$ cat config.mk
export PLATFORM = sky130hd
export DESIGN_NAME = arb_weight_tracker_flat
export DESIGN_NICKNAME = d
export VERILOG_FILES = /design/src/rtl/arb_weight_tracker_if.sv /design/src/rtl/arb_weight_tracker.sv /design/src/flat_wrapper.sv
export SDC_FILE = /design/constraint.sdc
export NUM_CORES = 1
export LEC_CHECK = 0
export BUFFER_PORTS_ARGS = -buffer_cell sky130_fd_sc_hd__buf_4
export CORE_MARGIN = 2
export CORE_UTILIZATION = 51
export CTS_CLUSTER_DIAMETER = 40
export DETAILED_ROUTE_END_ITERATION = 6
export HOLD_SLACK_MARGIN = 0.15
export MAX_ROUTING_LAYER = met4
export PLACE_DENSITY = 0.77
export SYNTH_ARGS = -nofsm -noshare
export SYNTH_HDL_FRONTEND = slang
export SYNTH_SLANG_ARGS = --single-unit
$ cat constraint.sdc
create_clock -name clk -period 2.4 [get_ports clk]
set_input_delay 0.12 -clock clk [delete_from_list [all_inputs] [get_ports clk]]
set_output_delay 0.12 -clock clk [all_outputs]
set_load 0.02 [all_outputs]
$ cat src/rtl/arb_weight_tracker_if.sv
// Handshake bundle between the arbiter granter side and the weight tracker.
// The tracker takes the slave view; whoever drives requests/grants takes the master view.
interface arb_weight_tracker_if #(
    parameter int P_REQUESTER_NUM = 3,
    parameter int P_WEIGHT_W      = 4
) ();
    logic [P_REQUESTER_NUM-1:0]            request;
    logic [P_REQUESTER_NUM-1:0]            grant;
    logic                                  grant_accept;
    logic [P_REQUESTER_NUM*P_WEIGHT_W-1:0] weight;
    logic [P_REQUESTER_NUM-1:0]            request_weight_completed;
    logic                                  round_done;

    modport master (
        output request,
        output grant,
        output grant_accept,
        output weight,
        input  request_weight_completed,
        input  round_done
    );

    modport slave (
        input  request,
        input  grant,
        input  grant_accept,
        input  weight,
        output request_weight_completed,
        output round_done
    );
endinterface

$ cat src/rtl/arb_weight_tracker.sv
// Weighted-round grant bookkeeping: per-requester saturating grant counters, round close/clear.
// Optional macro ARB_WEIGHT_SHADOW_EN freezes weights per round in shadow registers.
module arb_weight_tracker #(
    parameter int P_REQUESTER_NUM = 3,
    parameter int P_WEIGHT_W      = 4
) (
    input logic                  clk,
    input logic                  rst,
    arb_weight_tracker_if.slave  bus
);
    localparam logic [P_WEIGHT_W-1:0] CNT_MAX = '1;
    localparam logic [P_WEIGHT_W-1:0] CNT_ONE = P_WEIGHT_W'(1);

    logic [P_WEIGHT_W-1:0]      cnt   [P_REQUESTER_NUM];
    logic [P_WEIGHT_W-1:0]      eff_w [P_REQUESTER_NUM];
    logic [P_REQUESTER_NUM-1:0] completed;
    logic [P_REQUESTER_NUM-1:0] remaining;
    logic                       round_end;
    logic                       round_done;

    function automatic logic [P_WEIGHT_W-1:0] sat_inc(input logic [P_WEIGHT_W-1:0] val);
        return (val == CNT_MAX) ? val : val + CNT_ONE;
    endfunction

`ifdef ARB_WEIGHT_SHADOW_EN
    logic [P_WEIGHT_W-1:0] shadow_w [P_REQUESTER_NUM];
    logic                  load_pending;

    // Shadows reload on the first cycle out of reset and on every round clear.
    always_ff @(posedge clk or posedge rst) begin
        if (rst) begin
            load_pending <= 1'b1;
            for (int i = 0; i < P_REQUESTER_NUM; i++) begin
                shadow_w[i] <= CNT_ONE;
            end
        end else begin
            load_pending <= 1'b0;
            if (load_pending || round_end) begin
                for (int i = 0; i < P_REQUESTER_NUM; i++) begin
                    shadow_w[i] <= bus.weight[i*P_WEIGHT_W +: P_WEIGHT_W];
                end
            end
        end
    end

    always_comb begin
        for (int i = 0; i < P_REQUESTER_NUM; i++) begin
            eff_w[i] = shadow_w[i];
        end
    end
`else
    always_comb begin
        for (int i = 0; i < P_REQUESTER_NUM; i++) begin
            eff_w[i] = bus.weight[i*P_WEIGHT_W +: P_WEIGHT_W];
        end
    end
`endif

    // A zero weight leaves its requester permanently completed.
    always_comb begin
        completed = '0;
        for (int i = 0; i < P_REQUESTER_NUM; i++) begin
            completed[i] = (cnt[i] >= eff_w[i]);
        end
    end

    assign remaining = bus.request & ~completed;
    assign round_end = ~|remaining & |bus.request;

    always_ff @(posedge clk or posedge rst) begin
        if (rst) begin
            round_done <= 1'b0;
            for (int i = 0; i < P_REQUESTER_NUM; i++) begin
                cnt[i] <= '0;
            end
        end else begin
            round_done <= round_end;
            for (int i = 0; i < P_REQUESTER_NUM; i++) begin
                if (round_end) begin
                    // The grant accepted on the clear edge belongs to the new round.
                    cnt[i] <= (bus.grant_accept && bus.grant[i]) ? CNT_ONE : '0;
                end else if (bus.grant_accept && bus.grant[i]) begin
                    cnt[i] <= sat_inc(cnt[i]);
                end
            end
        end
    end

    assign bus.request_weight_completed = completed;
    assign bus.round_done               = round_done;
endmodule

$ cat src/flat_wrapper.sv
// flat-port wrapper written by rule: the top's interface ports become plain ports
module arb_weight_tracker_flat 
#(
    parameter int P_REQUESTER_NUM = 3,
    parameter int P_WEIGHT_W      = 4
)
  (clk, rst, bus_request, bus_grant, bus_grant_accept, bus_weight, bus_request_weight_completed, bus_round_done);
  arb_weight_tracker_if #(.P_REQUESTER_NUM(P_REQUESTER_NUM), .P_WEIGHT_W(P_WEIGHT_W)) bus_i ();
  input logic clk;
  input logic rst;
  input wire logic [$bits(bus_i.request)-1:0] bus_request;
  input wire logic [$bits(bus_i.grant)-1:0] bus_grant;
  input wire logic [$bits(bus_i.grant_accept)-1:0] bus_grant_accept;
  input wire logic [$bits(bus_i.weight)-1:0] bus_weight;
  output wire logic [$bits(bus_i.request_weight_completed)-1:0] bus_request_weight_completed;
  output wire logic [$bits(bus_i.round_done)-1:0] bus_round_done;
  assign bus_i.request = bus_request;
  assign bus_i.grant = bus_grant;
  assign bus_i.grant_accept = bus_grant_accept;
  assign bus_i.weight = bus_weight;
  assign bus_request_weight_completed = bus_i.request_weight_completed;
  assign bus_round_done = bus_i.round_done;
  arb_weight_tracker #(.P_REQUESTER_NUM(P_REQUESTER_NUM), .P_WEIGHT_W(P_WEIGHT_W)) u_core (.clk(clk), .rst(rst), .bus(bus_i));
endmodule
* Word-level counts from Yosys, hierarchy flattened *
Index checks and enable logic that the tools add are counted.
W data, S select, Z words.

storage, ports and cells
  bits in registers = 13
  bits of input ports = 21
  word-level logic and storage cells = 43

cells by class
  add/sub/neg operators = 3
  order comparisons = 3
  equal/unequal tests = 6
  mux-type cells = 12
  bitwise gates (word level) = 3
  reduce and logical (&&, ||, !) cells = 12

operators by type and width
  kind                   count
  $mux W4                9
  $add A4 B1 Y4 const B  3
  $eq A4 B4 Y1 const B   3
  $ge A4 B4 Y1           3
  $ne A2 B1 Y1 const B   3
  $reduce_and A2 Y1      3
  $reduce_bool A2 Y1     3
  $reduce_or A3 Y1       2
  $and A3 B3 Y3          1
  $logic_and A1 B1 Y1    3
  $mux W1                3
  $not A3 Y3             1
  $and A1 B1 Y1          1
  $logic_not A1 Y1       1

* Logic depth before layout (Yosys ltp) *
Gate-level depths: netlist of run 1.

  depth in word-level cells = 8
  mapped depth = 8
  depth with buffers taken out = 7

* Worst setup path after synthesis of run 1 *
OpenSTA, ideal clock, no wires.

  kind = register -> register
  start = register u_core.cnt[3] (netlist bit)
  end = register u_core.cnt[0] (netlist bit)
  arrival = 1943 ps
  required time = 2274 ps
  slack = 331 ps
  cell stages (with the launch flop) = 7
  buffers on the path = 1
  clock period less this slack = 2069 ps
  cell sequence = dfrtp_1 > ha_1 > o211ai_1 > o211a_1 > or4_1 > buf_2 > a221o_1

on the way
  word-level cells in the longest chain between the ends = 8

RTL lines
  item                                                                 RTL line                  text
  from (decl)                                                          arb_weight_tracker.sv:14  logic [P_WEIGHT_W-1:0] cnt [P_REQUESTER_NUM];
  from (signal, indexed assignment)                                    arb_weight_tracker.sv:81  cnt[i] <= (bus.grant_accept && bus.grant[i]) ? CNT_ONE : '0;
  from (signal, indexed assignment)                                    arb_weight_tracker.sv:83  cnt[i] <= sat_inc(cnt[i]);
  $ge A4 B4 Y1                                                         arb_weight_tracker.sv:63  completed[i] = (cnt[i] >= eff_w[i]);
  $not A3 Y3                                                           arb_weight_tracker.sv:67  assign remaining = bus.request & ~completed;
  $and A3 B3 Y3                                                        arb_weight_tracker.sv:67
  $reduce_or A3 Y1                                                     arb_weight_tracker.sv:68  assign round_end = ~|remaining & |bus.request;
  $logic_not A1 Y1                                                     arb_weight_tracker.sv:68
  $and A1 B1 Y1                                                        arb_weight_tracker.sv:68
  $ne A2 B1 Y1 (no line) / $reduce_bool A2 Y1 (equally long branches)  n/a
  $reduce_and A2 Y1 (no line)                                          n/a

Several ways; a longest one is shown, not always the timed one.
A chain may end at the register's enable or synchronous reset.

* Final worst setup path of run 1 *
Ends and elaborated chain as after synthesis.

==> results.ini, run 1 <==
[outcome]
outcome = finished clean

[yosys]
synth_commonest_cells = 15 x ha_1, 13 x dfrtp_1, 13 x inv_1, 8 x nor2_1, 7 x nor3_1
synth.largest_area_cell = dfrtp_1
synth-seq-area-share_pct = 33.21
yosysTopAreaCellShare_pct = 33.21
synth_edf_count = 0
synthSimpleGateAreaFrac_pct = 15.45
synthesis.nets = 143
synth_area_leaders = dfrtp_1 33%, ha_1 19%, inv_1 5.0%
synth-xor-area-share_pct = 3.576
async_reset_ff_share_pct = 100.0
synth_cell_types = 24
syn_area_um2 = 979.7
synth_compound_area_share_pct = 18.65
synth_top_family_by_area = adder cells
synthFlopType = dfrtp_1
syn_inst = 107
synth.mux.area_fraction_pct = 4.087
synth-adder-area-share_pct = 19.16
avgSynthCellArea_um2 = 9.156
ys_warn_count = 0
synth_seq_cells = 13
synth_most_common_cell = ha_1

[routing]
wl_per_cell_um = 12.51
drt-total-wl_um = 2002
first_pass_iters = 4
drt-initial-drc-count = 20
dr_total_vias = 888
viasPerCell = 5.550
drc = 0
ant_nets = 0

[grt]
grt_overflow = 0
grt_pass1_wl_um = 3180
antenna_found_initial = 0
grt_pass1_vias = 807
grt_max_degree = 14
grt_usage_pct = 20.40

[power]
leakage_nw = 0.6363
comb_power_share_pct = 45.7
switching_share_pct = 41.36
p_seq_share_pct = 40.1
p_total_mw = 0.9711
switchingPower_mw = 0.4016
power.density_nw_per_um2 = 794.4
internal-power_mw = 0.5695
p_clk_share_pct = 14.2
peakVddDrop_mv = 0.5352

[setup_path]
slowest_delay_ns = 0.62
rr_worst_depth = 5
cp.arrival_ns = 2.32
crit_type = reg2reg
path_max_fanout = 5
reg2reg_from = u_core.cnt[3]
cp-startpoint = u_core.cnt[3]
cp-end-kind = flop
critical-path-slowest-cell = or4_1
startpoint_type = flop
worst-r2r-setup-slack_ns = 0.24
critical_path_buf_inv_count = 0
crit_path_end = u_core.cnt[0]
crit_chain = ha_1, o211ai_1, o211a_1, or4_1, a221o_1
path_depth = 5
cpLargestDelayFamily = compound AO/OA/AOI/OAI gates
reg2reg_to = u_core.cnt[0]
cp.required_ns = 2.57

[clocking]
post_cts_resized = 0
clk_latency_ns = 0.27
clk_transition_reported_paths_ns = 0.08
cts_htree_levels = 1
cts_tree = done
clock-sinks = 13
cts_root_buffer = clkbuf_4
clockBufferDepth = 2
cts_buffers = 3

[timing]
relSlewSlack_pct = 65.98
fin_tns_setup_ns = 0
rsz0062_at_grt = no
finalMaxSlewViolations = 0
timing.final.crit_share_pct = 89.97
setup_viol = 0
layout_setup_ws_ns = 0.2408
hold_violations = 0
worst_pin_slew_ns = 0.5098
clock.fmax_ghz = 0.4631
min_period_ns = 2.159
skew_ns = 0.003329

[placed_design]
preCtsSetupSlack_ns = 0.2377
place_area_um2 = 1186
numPortBuffers = 24
dpl.hpwl_um = 1642
gp_congestion = 0.7905

[final_layout]
finalNetCount = 172
fin_util_pct = 69.29
fin_area_um2 = 1222
num_antenna_cells = 0
fillers = 157
area_growth_syn_to_layout_pct = 24.78
multi_input_area_um2 = 596.8
drive_gt1_share_pct = 21.48
seq_area_um2 = 325.3

[floorplan]
io_pins = 25
die_w_um = 47.83
rows = 15
coreArea_um2 = 1764
die_h_um = 47.83
dieArea_um2 = 2288
start_util_pct = 55.53

[min_path]
hold_class = in2reg
holdCritStartpoint = bus_grant[0]

[job]
drv_cap = 0

[worst min-delay path: cells and delay by family]
kind / cells / cell delay [ns]
AND/OR/NAND/NOR: 1 / 0.10
multiplexers: 1 / 0.08
buffers and inverters: 1 / 0.12
[power by group through the flow]
stage               logic, mW  clock network, mW  registers [mW]
floorplan               0.312                  0           0.372
global placement        0.428                  0           0.387
detailed placement      0.448                  0           0.394
CTS                     0.451              0.141           0.389
global route            0.502              0.150           0.400
finish                  0.444              0.138           0.389
[flip-flops by register name, summed over array words and instances, names as in the netlist]
register / cells
u_core.cnt: 12
u_core.bus.round_done: 1
[per-layer routing]
metal | global-route usage [%] | up-vias | routed length (um)
met5 | - | - | 0
met2 | 37.60 | 17 | 1071
li1 | - | 449 | -
met3 | 2.264 | 0 | 54
met1 | 23.06 | 422 | 875
met4 | 5.405 | 0 | 0
[what timing repair did]
action,4_1_cts,5_1_grt
buffers inserted,0,0
hold buffers,1,0
endpoints found under the hold margin,13,0
[placed cells by master (no fill, tap or decap), drive strengths merged, types with 6 or more instances in the layout]
cell   netlist  routed
buf          1      24
ha          15      15
inv         14      14
dfrtp       13      13
nor2         8       8
nor3         7       7
nand2        6       6
a31oi        6       6
[cell type report]
class / count / area share, %
clock buffer: 4 / 2.149
inverter: 14 / 4.299
multi-input combinational: 79 / 48.82
sequential: 13 / 26.61
tap: 25 / 2.559
timing repair buffer: 25 / 15.56
[worst min path at each step]
stage,depth (start not counted),to
6_report,3,u_core.cnt[8]
5_1_grt,3,u_core.cnt[8]
4_1_cts,3,u_core.cnt[8]
3_5_place_dp,2,u_core.bus.round_done
3_3_place_gp,2,u_core.bus.round_done
2_1_floorplan,1,u_core.bus.round_done
[cell families after synthesis]
kind of cell,Yosys count
multiplexers,4
XOR/XNOR,4
AND/OR/NAND/NOR,31
AO/OA/AOI/OAI,25
flip-flops,13
adder cells (fa/ha/maj),15
buffers and inverters,15
[metrics by stage]
stage | instances | hold WS (ns)
2_1_floorplan | 107 | -0.003041
5_1_grt | 160 | 0.2141
6_report | 160 | 0.1743
3_5_place_dp | 155 | 0.1897
4_1_cts | 160 | 0.1754
3_3_place_gp | 155 | 0.1723
No activity file was read; power rests on OpenSTA's default activity.
==> run 2, diff against run 1 <==
==> constraint.sdc (replaced) <==
create_clock -name clk -period 2.4 [get_ports clk]
set_input_delay 0.36 -clock clk [delete_from_list [all_inputs] [get_ports clk]]
set_output_delay 0.36 -clock clk [all_outputs]
set_load 0.02 [all_outputs]
==> run 2 against run 1 <==
Effect of this change: via count is 1.4% higher; maximum frequency is 0.75% lower; critical path depth stayed put; sequential power hardly changed; clock skew is 0.0011 ns higher; total power is 0.75% lower; clock power is 3% lower; cell count stayed put; worst setup slack worse by 0.016 ns; non-clock buffer count stayed put; register-to-register slack worse by 0.02 ns; core utilization is 0.071 points higher; critical endpoint unchanged; largest cell class unchanged.
==> results.ini, run 2 (synthesis gave the netlist of run 1 again) <==
[outcome]
outcome = finished clean

[power]
peakVddDrop_mv = 0.5161  ; -3.6%
p_total_mw = 0.9638  ; -0.75%
power.density_nw_per_um2 = 787.6  ; -0.85%
leakage_nw = 0.6390  ; +0.43%

[final_layout]
regMostFlops = u_core.cnt
final_cell_mix = 24 x buf_4, 15 x ha_1, 13 x inv_1, 13 x dfrtp_1, 8 x nor2_1
drive_gt1_share_pct = 22.22  ; +0.74 points
num_antenna_cells = 0  ; unchanged
layout_commonest_cell = buf_4
fin_util_pct = 69.36  ; +0.071 points
area_growth_syn_to_layout_pct = 24.90
fin_cells = 160  ; unchanged
fin_area_um2 = 1224  ; +0.10%
finalNetCount = 172  ; unchanged
largest_reg_flops = 12  ; unchanged
reg_top3 = u_core.cnt (12), u_core.bus.round_done (1)

[placed_design]
numPortBuffers = 24  ; unchanged
dpl.cell_count = 155  ; unchanged
gp_congestion = 0.8015  ; +1.4%
place_area_um2 = 1186  ; unchanged
dpl.hpwl_um = 1639  ; -0.18%

[min_path]
hold_class = in2reg

[timing]
setup_viol = 0  ; unchanged
min_period_ns = 2.175  ; +0.01621 ns
relSlewSlack_pct = 66.70  ; +0.72 points
skew_ns = 0.004475  ; +0.001146 ns
fin_tns_setup_ns = 0  ; unchanged
worst_pin_slew_ns = 0.4990  ; -0.01084 ns
timing.final.crit_share_pct = 90.64  ; +0.68 points
finalMaxSlewViolations = 0  ; unchanged
clock.fmax_ghz = 0.4597  ; -0.75%
hold_violations = 0  ; unchanged
rsz0062_at_grt = no

[clocking]
cts_htree_levels = 1  ; unchanged
cts_root_buffer = clkbuf_4
clk_latency_ns = 0.28  ; about the same
clockBufferDepth = 2  ; unchanged
postCtsSetupBuffers = 0  ; unchanged
cts_buffers = 3  ; unchanged
clock-sinks = 13  ; unchanged
cts_tree = done
clk_transition_reported_paths_ns = 0.08  ; about the same

[setup_path]
cp.arrival_ns = 2.34  ; +0.02 ns
slowest_delay_ns = 0.60  ; -0.02 ns
critical_path_buf_inv_count = 0  ; unchanged
cpLargestDelayFamily = compound AO/OA/AOI/OAI gates
startpoint_type = flop
cp-end-kind = flop
cp.required_ns = 2.57  ; about the same
critical-path-slowest-cell = or4_1
crit_type = reg2reg
path_max_fanout = 6  ; +1
crit_chain = ha_1, o211ai_1, o211a_1, or4_1, a221o_1

[floorplan]
rows = 15  ; unchanged
die_h_um = 47.83  ; unchanged
coreArea_um2 = 1764  ; unchanged
die_w_um = 47.83  ; unchanged
io_pins = 25  ; unchanged
start_util_pct = 55.53  ; unchanged
dieArea_um2 = 2288  ; unchanged

[grt]
grt_max_degree = 14  ; unchanged
grt_usage_pct = 21.46  ; +1.1 points
grt_overflow = 0  ; unchanged
antenna_found_initial = 0  ; unchanged
grt_pass1_wl_um = 3305  ; +3.9%
grt_pass1_vias = 824  ; +2.1%

[routing]
drt-initial-drc-count = 12  ; -40%
viasPerCell = 5.625  ; +1.4%
drc = 0  ; unchanged
first_pass_iters = 4  ; unchanged
wl_per_cell_um = 12.52  ; about the same
dr_total_vias = 900  ; +1.4%
drt-total-wl_um = 2003  ; about the same
ant_nets = 0  ; unchanged

[job]
drv_cap = 0  ; unchanged

-- run 2: stage by stage --
| stage | hold WS [ns] | worst slack, ns |
|---|---|---|
| final | 0.4110 | 0.2245 |
| after global routing | 0.4160 | 0.1231 |
| after CTS | 0.4137 | 0.2104 |
| after detailed placement | 0.4122 | 0.2235 |
| after global placement | 0.4101 | 0.2641 |
| after floorplan | 0.2370 | 0.3307 |
-- run 2: worst paths after layout --
path / endpoint / startpoint / slack, ns / depth (start not counted)
min in group asynchronous: u_core.cnt[0] / rst / 0.66 / 3
setup reg to reg: u_core.cnt[0] / u_core.cnt[7] / 0.22 / 5
max in group asynchronous: u_core.cnt[9] / rst / 1.41 / 3
hold reg to reg: u_core.cnt[9] / u_core.cnt[9] / 0.60 / 2
hold / removal: u_core.cnt[8] / bus_grant[0] / 0.41 / 3
setup / recovery: u_core.cnt[0] / u_core.cnt[7] / 0.22 / 5
-- run 2: area by class of cell --
class	instances	area, um2
Multi-Input combinational cell	79	596.8
Clock inverter	1	5.005
Tap cell	25	31.28
Timing Repair Buffer	25	190.2
Fill cell	157	540.5
Clock buffer	3	22.52
Sequential cell	13	325.3
Inverter	14	52.55
-- run 2: what timing repair did --
action / in CTS / in global routing
resized for setup: 0 / 0
hold endpoints to repair: 13 / 0
endpoints found under the setup margin: 0 / 0
hold buffers: 1 / 0
-- run 2: per-layer routing --
metal | up-vias | global-route usage [%] | wire length (um)
met5 | - | - | 0
met4 | 0 | 1.622 | 0
met3 | 0 | 6.792 | 75
met2 | 14 | 36.53 | 1052
met1 | 434 | 25.94 | 876
li1 | 452 | - | -
-- run 2: power breakdown --
group	internal (mW)	switching, mW
clock	0.0618	0.0719
sequential	0.293	0.0961
combinational	0.211	0.230
-- run 2: worst reg2reg max path: cells and delay by family (launching register included) --
family | cells | cell delay, ns
flops | 1 | 0.46
fa+ha+maj | 1 | 0.33
simple gates | 1 | 0.60
compound gates | 3 | 0.68
